[src/rtl/fetch_unit.sv]
// Instruction fetch front end: owns the PC, runs the request/done handshake
// with instruction memory and presents one instruction at a time.
//
// state  | meaning
// -------+-----------------------------------------------------------
// START  | one idle cycle after reset; latch pc into fetch_addr
// FETCH  | request outstanding at fetch_addr, waiting for imem_done
// ISSUE  | ir/pcp2 presented to the decoder until consumed or redirected
// HALTED | HALT consumed; only rst leaves
module fetch_unit #(
    parameter logic [15:0] RESET_PC = 16'h0000
) (
    input  logic        clk,
    input  logic        rst,
    output logic        imem_req,
    output logic [15:0] imem_addr,
    input  logic [15:0] imem_rdata,
    input  logic        imem_done,
    input  logic        redirect,
    input  logic [15:0] redirect_pc,
    input  logic        stall,
    output logic [15:0] instruction,
    output logic [15:0] pc_plus2,
    output logic        inst_valid,
    output logic        halted
);

    typedef enum logic [1:0] {
        START  = 2'd0,
        FETCH  = 2'd1,
        ISSUE  = 2'd2,
        HALTED = 2'd3
    } state_t;

    localparam logic [15:0] NOP_WORD = 16'h0800;

    state_t      state, state_n;
    logic [15:0] pc, pc_n;
    logic [15:0] fetch_addr, fetch_addr_n;
    logic [15:0] ir, ir_n;
    logic [15:0] pcp2, pcp2_n;
    logic        squash, squash_n;

    logic [15:0] target;
    logic [15:0] fetch_next;

    assign target     = {redirect_pc[15:1], 1'b0};
    assign fetch_next = fetch_addr + 16'd2;

    // State and datapath registers; reset lands on the NOP/RESET_PC values.
    always_ff @(posedge clk or posedge rst) begin
        if (rst) begin
            state      <= START;
            pc         <= RESET_PC;
            fetch_addr <= RESET_PC;
            ir         <= NOP_WORD;
            pcp2       <= 16'h0000;
            squash     <= 1'b0;
        end else begin
            state      <= state_n;
            pc         <= pc_n;
            fetch_addr <= fetch_addr_n;
            ir         <= ir_n;
            pcp2       <= pcp2_n;
            squash     <= squash_n;
        end
    end

    // Next-state and datapath update; everything holds unless a case changes it.
    always_comb begin
        state_n      = state;
        pc_n         = pc;
        fetch_addr_n = fetch_addr;
        ir_n         = ir;
        pcp2_n       = pcp2;
        squash_n     = squash;
        case (state)
            START: begin
                fetch_addr_n = pc;
                state_n      = FETCH;
            end
            FETCH: begin
                if (imem_done) begin
                    if (squash || redirect) begin
                        // Stale data is dropped; the new request starts next cycle.
                        squash_n = 1'b0;
                        if (redirect) begin
                            pc_n         = target;
                            fetch_addr_n = target;
                        end else begin
                            fetch_addr_n = pc;
                        end
                    end else begin
                        ir_n    = imem_rdata;
                        pcp2_n  = fetch_next;
                        pc_n    = fetch_next;
                        state_n = ISSUE;
                    end
                end else if (redirect) begin
                    // Address must stay put until memory completes, so only remember.
                    pc_n     = target;
                    squash_n = 1'b1;
                end
            end
            ISSUE: begin
                if (redirect) begin
                    pc_n         = target;
                    fetch_addr_n = target;
                    state_n      = FETCH;
                end else if (!stall) begin
                    if (ir[15:11] == 5'b00000) begin
                        state_n = HALTED;
                    end else begin
                        fetch_addr_n = pc;
                        state_n      = FETCH;
                    end
                end
            end
            HALTED: begin
                state_n = HALTED;
            end
            default: begin
                state_n = START;
            end
        endcase
    end

    assign imem_req    = (state == FETCH);
    assign imem_addr   = fetch_addr;
    assign inst_valid  = (state == ISSUE);
    assign halted      = (state == HALTED);
    assign instruction = ir;
    assign pc_plus2    = pcp2;

endmodule

[config.mk]
export PLATFORM = sky130hd
export DESIGN_NAME = fetch_unit
export DESIGN_NICKNAME = d
export VERILOG_FILES = /design/src/rtl/fetch_unit.sv
export SDC_FILE = /design/constraint.sdc
export NUM_CORES = 1
export LEC_CHECK = 0
export ABC_AREA = 1
export BUFFER_PORTS_ARGS = -buffer_cell sky130_fd_sc_hd__buf_2
export CAP_MARGIN = 20
export CORE_MARGIN = 2
export CORE_UTILIZATION = 35
export CTS_CLUSTER_DIAMETER = 60
export CTS_CLUSTER_SIZE = 14
export DETAILED_ROUTE_END_ITERATION = 16
export HOLD_SLACK_MARGIN = 0.05
export PLACE_DENSITY = 0.66
export SYNTH_ARGS = -nofsm -noshare
export SYNTH_HDL_FRONTEND = slang
export SYNTH_SLANG_ARGS = --single-unit
[constraint.sdc]
create_clock -name clk -period 2.2 [get_ports clk]
set_clock_uncertainty 0.05 [all_clocks]
set_input_delay 0.22 -clock clk [delete_from_list [all_inputs] [get_ports clk]]
set_output_delay 0.22 -clock clk [all_outputs]
set_load 0.005 [all_outputs]
== Yosys cells after proc, flatten, opt, wreduce, memory -nomap -nowiden ==
Cells that the tools add are included.

* Memories kept: 0
* RAM bits: 0
* ROM bits: 0
* Bits in latches: 0
* Register bits: 67
* Word-level logic and storage cells: 46
* Output and inout bits: 51

* Bitwise operators: 1
* Multiplexer cells: 19
* $add $sub $neg: 1
* Order comparisons: 0
* Reductions and logical operators: 10
* Multiply operators: 0
* Divide/modulo/power cells: 0
* Equality and inequality tests: 9
* Shift operators: 0

{| class="wikitable"
|+ Operator list
! operator !! count
|-
| $mux 16 || 8
|-
| $pmux 16 s3 || 1
|-
| $pmux 16 s2 || 1
|-
| $add 16x2->16 const B || 1
|-
| $mux 2 || 5
|-
| $reduce_and 3->1 || 3
|-
| $pmux 2 s4 || 1
|-
| $ne 2x1->1 const B || 3
|-
| $ne 3x3->1 const B || 2
|-
| $logic_not 5->1 || 1
|-
| $reduce_and 5->1 || 1
|-
| $eq 2x2->1 const B || 2
|-
| $reduce_bool 2->1 || 2
|-
| $mux 1 || 3
|-
| $reduce_bool 3->1 || 1
|-
| $eq 2x1->1 const B || 1
|-
| $logic_not 2->1 || 1
|-
| $ne 2x2->1 const B || 1
|-
| $logic_or 1x1->1 || 1
|-
| $not 1->1 || 1
|}

== Logic depth before layout (Yosys ltp) ==
* Word-level depth: 5
* Mapped depth: 11
* Depth with buffers taken out: 10

== Least setup slack after synthesis ==
OpenSTA, ideal clock, no wires.

* Kind: reg-to-reg
* From: register state[0]
* To: register fetch_addr[1] (netlist: imem_addr[1])
* Cell stages (with the launch flop): 9
* Arrival: 1540 ps
* Buffers on the path: 2
* Required time: 2084 ps
* Slack: 544 ps
* Setup time: 66 ps
* Path through: dfrtp_1 inv_1 ha_1 clkbuf_1 clkbuf_1 nand2_1 o21ai_0 nand3_1 nand2_1

* Word-level cells in the longest chain between the ends: 3
* Elaborated cells on any way between the ends: 10
* Those cells by class: eq/ne (6); mux (1); reduce/logical (3)

{| class="wikitable"
|+ RTL lines
! item !! RTL line !! RTL
|-
| from (decl) || 37 || <nowiki>state_t state, state_n;</nowiki>
|-
| from (signal assigned) || 60 || <nowiki>state <= state_n;</nowiki>
|-
| $eq 2x2->1 (tied with other cells) || 77 || <nowiki>case (state)</nowiki>
|-
| $ne 3x3->1 (no line) (tied with other cells) || -- ||
|-
| $reduce_and 5->1 (no line) || -- ||
|-
| to (signal assigned) || 62 || <nowiki>fetch_addr <= fetch_addr_n;</nowiki>
|-
| to (decl) || 39 || <nowiki>logic [15:0] fetch_addr, fetch_addr_n;</nowiki>
|}

Parallel ways exist; a longest one is shown, timed or not.
A chain may end at the register's enable or synchronous reset.

== Worst setup path in the final report ==
* From: register state[0]
* To: register pc[12]

* Word-level cells in the longest chain between the ends: 2
* Elaborated cells on any way between the ends: 4
* Those cells by class: eq/ne (2); mux (1); reduce/logical (1)

{| class="wikitable"
|+ RTL lines
! item !! RTL line !! RTL
|-
| $eq 2x2->1 or $eq 2x1->1 (tied branches) || 77 ||
|-
| $pmux 16 s2 or $reduce_bool 2->1 (tied branches) || -- ||
|-
| to (signal assigned) || 61 || <nowiki>pc <= pc_n;</nowiki>
|-
| to (decl) || 38 || <nowiki>logic [15:0] pc, pc_n;</nowiki>
|}

Parallel ways exist; a longest one is shown, timed or not.

==> reports/metrics.csv <==
metric,value,unit
status,"complete, no violations",
area post-placement,0.004016,mm2
slowest cell delay on critical path,440,ps
internal power,3.599,mW
total power per unit cell area,1445,mW/mm2
RSZ-0062 raised after global routing,false,
most frequent cells in the layout,"186 x nand2_1, 86 x buf_2, 66 x dfrtp_1",
CP arrival,1970,ps
Mapped Area,0.003441,mm2
worst-case vdd ir drop,503.9,uV
setup TNS,0,ps
critical path peak fanout,11,
Final WS setup,412.5,ps
CP Capture Type,flop,
Setup crit start kind,flop,
Max Transition Viols Final,0,
switching share of total power,0.4294,
die width,103.2,um
main flop type after synthesis,dfrtp_1,
final antenna-violating net count,0,
Yosys cell types,30,
core box area,0.009639,mm2
clk slew on worst S/H paths,70,ps
Leakage,2.284,nW
Max clock buf depth,2,
TritonRoute pass-1 iters,4,
area share of the largest cell type after synthesis,0.4800,
final total power,6.308,mW
Mapped Nets,489,
clk_lat worst skew,350,ps
Hold Path Class,in2reg,
# setup viols final,0,
CP max stage cell,dfrtp_1,
share of the yosys chip area belonging to registers,0.4876,
largest cells by area after synthesis,"dfrtp_1 48%, nand2_1 20%, o21ai_0 6.3%, nand3_1 4.5%, or2_2 2.7%",
full die area,0.01064,mm2
Die H,103.2,um
row count,36,
fin util,0.4529,
"area leader, netlist",dfrtp_1,
"FFs w/ async S/R, synth",1.000,
setup bufs post-CTS,0,
Routability Congestion,0.8491,
Gate power share,0.486,
antenna cells,0,
slew at the pin closest to its max-slew limit,639.0,ps
clk sinks,67,
"Hold Vio Cnt, Final",0,
vias,3237,
first-pass GRT wire length,14830,um
drt total wl,9121,um
GR Util All Layers,0.1833,
# DRC,0,
Reg power frac,0.365,
"Critical Path, Cell by Cell",inv_1 > ha_1 > nand3b_1 > inv_1 > nand3_1 > nand2_1 > nand2_1,
root buffer cell,clkbuf_8,
"commonest non-fill, non-tap cell in the layout",nand2_1,
global route overflow,0,
relative slew slack,0.5734,
Iter 0 DRT Violations,181,
synthesis-to-layout area growth,26.87,%
Clock Power Share,0.149,
post-synthesis cell count,447,
Nets,591,
share of cells above drive strength 1,0.2405,
number of synthesized register bits,67,
vias in the first global route,3052,
Switching Power,2.709,mW
Via density,4.719,
HPWL after detailed placement,6492,um
Max Clock Freq,559.4,MHz
Final Cell Area,0.004365,mm2
initial antenna violation count,0,
CTS tree,built,
CP Class,reg2reg,
TritonCTS buffer count,9,
H-tree Lvls,3,
Post-synth EDFFs,0,
drt wl/cell,13.30,um
Yosys warnings,0,
largest net degree at the start of global routing,46,
Starting Density,0.3570,
"Data required, critical path",2390,ps
"Min Clock Period, post-route",1788,ps
Setup WS pre-CTS,400.1,ps
Final period util,0.8125,
max-cap viol count,0,
Buffers on Ports,86,
syn_area_per_cell,7.698,um2
I/O pin cnt,88,
-- final timing paths --
check                                           start                          to  slack (ps)  cells past startpoint
min in group asynchronous                         rst    imem_addr[5]$_DFFE_PP0P_         460                      3
hold reg to reg            instruction[1]$_DFFE_PP0P_  instruction[1]$_DFFE_PP0P_         420                      2
max in group asynchronous                         rst    imem_addr[6]$_DFFE_PP0P_        1050                      4
setup / recovery                 state[0]$_DFFE_PP0P_          pc[12]$_DFFE_PP0N_         410                      7
hold / removal                              imem_done          squash$_DFFE_PP0P_         130                      4
setup reg to reg                 state[0]$_DFFE_PP0P_          pc[12]$_DFFE_PP0N_         410                      7
-- critical path, delay by kind of cell, from the launching register on --
family	cells	cell delay, ps
buf+inv	2	380
flops	1	440
fa+ha+maj	1	250
simple gates	4	540
-- metrics by stage --
step                      instances  hold WS [ps]
after floorplan                 447         265.4
after global placement          654         281.0
after detailed placement        654         294.2
after CTS                       686         114.1
after global routing            686         149.1
final                           686         132.2
-- state kept, by name, indices dropped and copies added, names as in the netlist --
name,flops
squash,1
imem_addr,16
instruction,16
pc,16
state,2
pc_plus2,16
-- Yosys cell counts (all sizes together), types with 5 or more instances --
library cell and count:
nand2 188, ha 5, o21ai 43, dfrtp 66, buf 12, nand4 5
inv 19, or2 15, clkbuf 8, nor2 21, a21oi 17, nand3 31
-- power groups by stage --
stage	Clock, mW	Sequential, mW	Combinational (mW)
2_1_floorplan	0	2.29	2.02
3_3_place_gp	0	2.29	2.95
3_5_place_dp	0	2.32	3.04
4_1_cts	0.974	2.30	3.08
5_1_grt	1.03	2.39	3.55
6_report	0.940	2.30	3.06
-- timing repair --
| item | in CTS | in global routing |
|---|---|---|
| gates resized for setup | 0 | 0 |
| endpoints found under the hold margin | 40 | 0 |
| hold buffers | 17 | 0 |
-- per-layer routing --
metal | track usage | vias to the layer above | wire [um] | part of all wire
met1 | 0.2543 | 1488 | 4374 | 0.48
met4 | 0.06579 | 0 | 137 | 0.015
li1 | - | 1642 | - | -
met5 | 0 | - | 0 | 0
met2 | 0.2732 | 95 | 4099 | 0.45
met3 | 0.05288 | 12 | 510 | 0.056
-- area by class of cell --
cell class / count / area [um2]
Inverter: 19 / 71.32
Clock inverter: 2 / 10.01
Tap cell: 133 / 166.4
Multi-Input combinational cell: 341 / 1585
Fill cell: 1019 / 5274
Clock buffer: 13 / 168.9
Sequential cell: 67 / 1678
Timing Repair Buffer: 111 / 685.7
-- cell families after synthesis --
group	count (synthesis)	synth area share
simple gates	265	0.3269
fa+ha+maj	5	0.01818
xor+xnor	6	0.01528
compound gates	65	0.1004
flops	67	0.4876
buf+inv	39	0.05163
(Power assumes the default switching activity.)
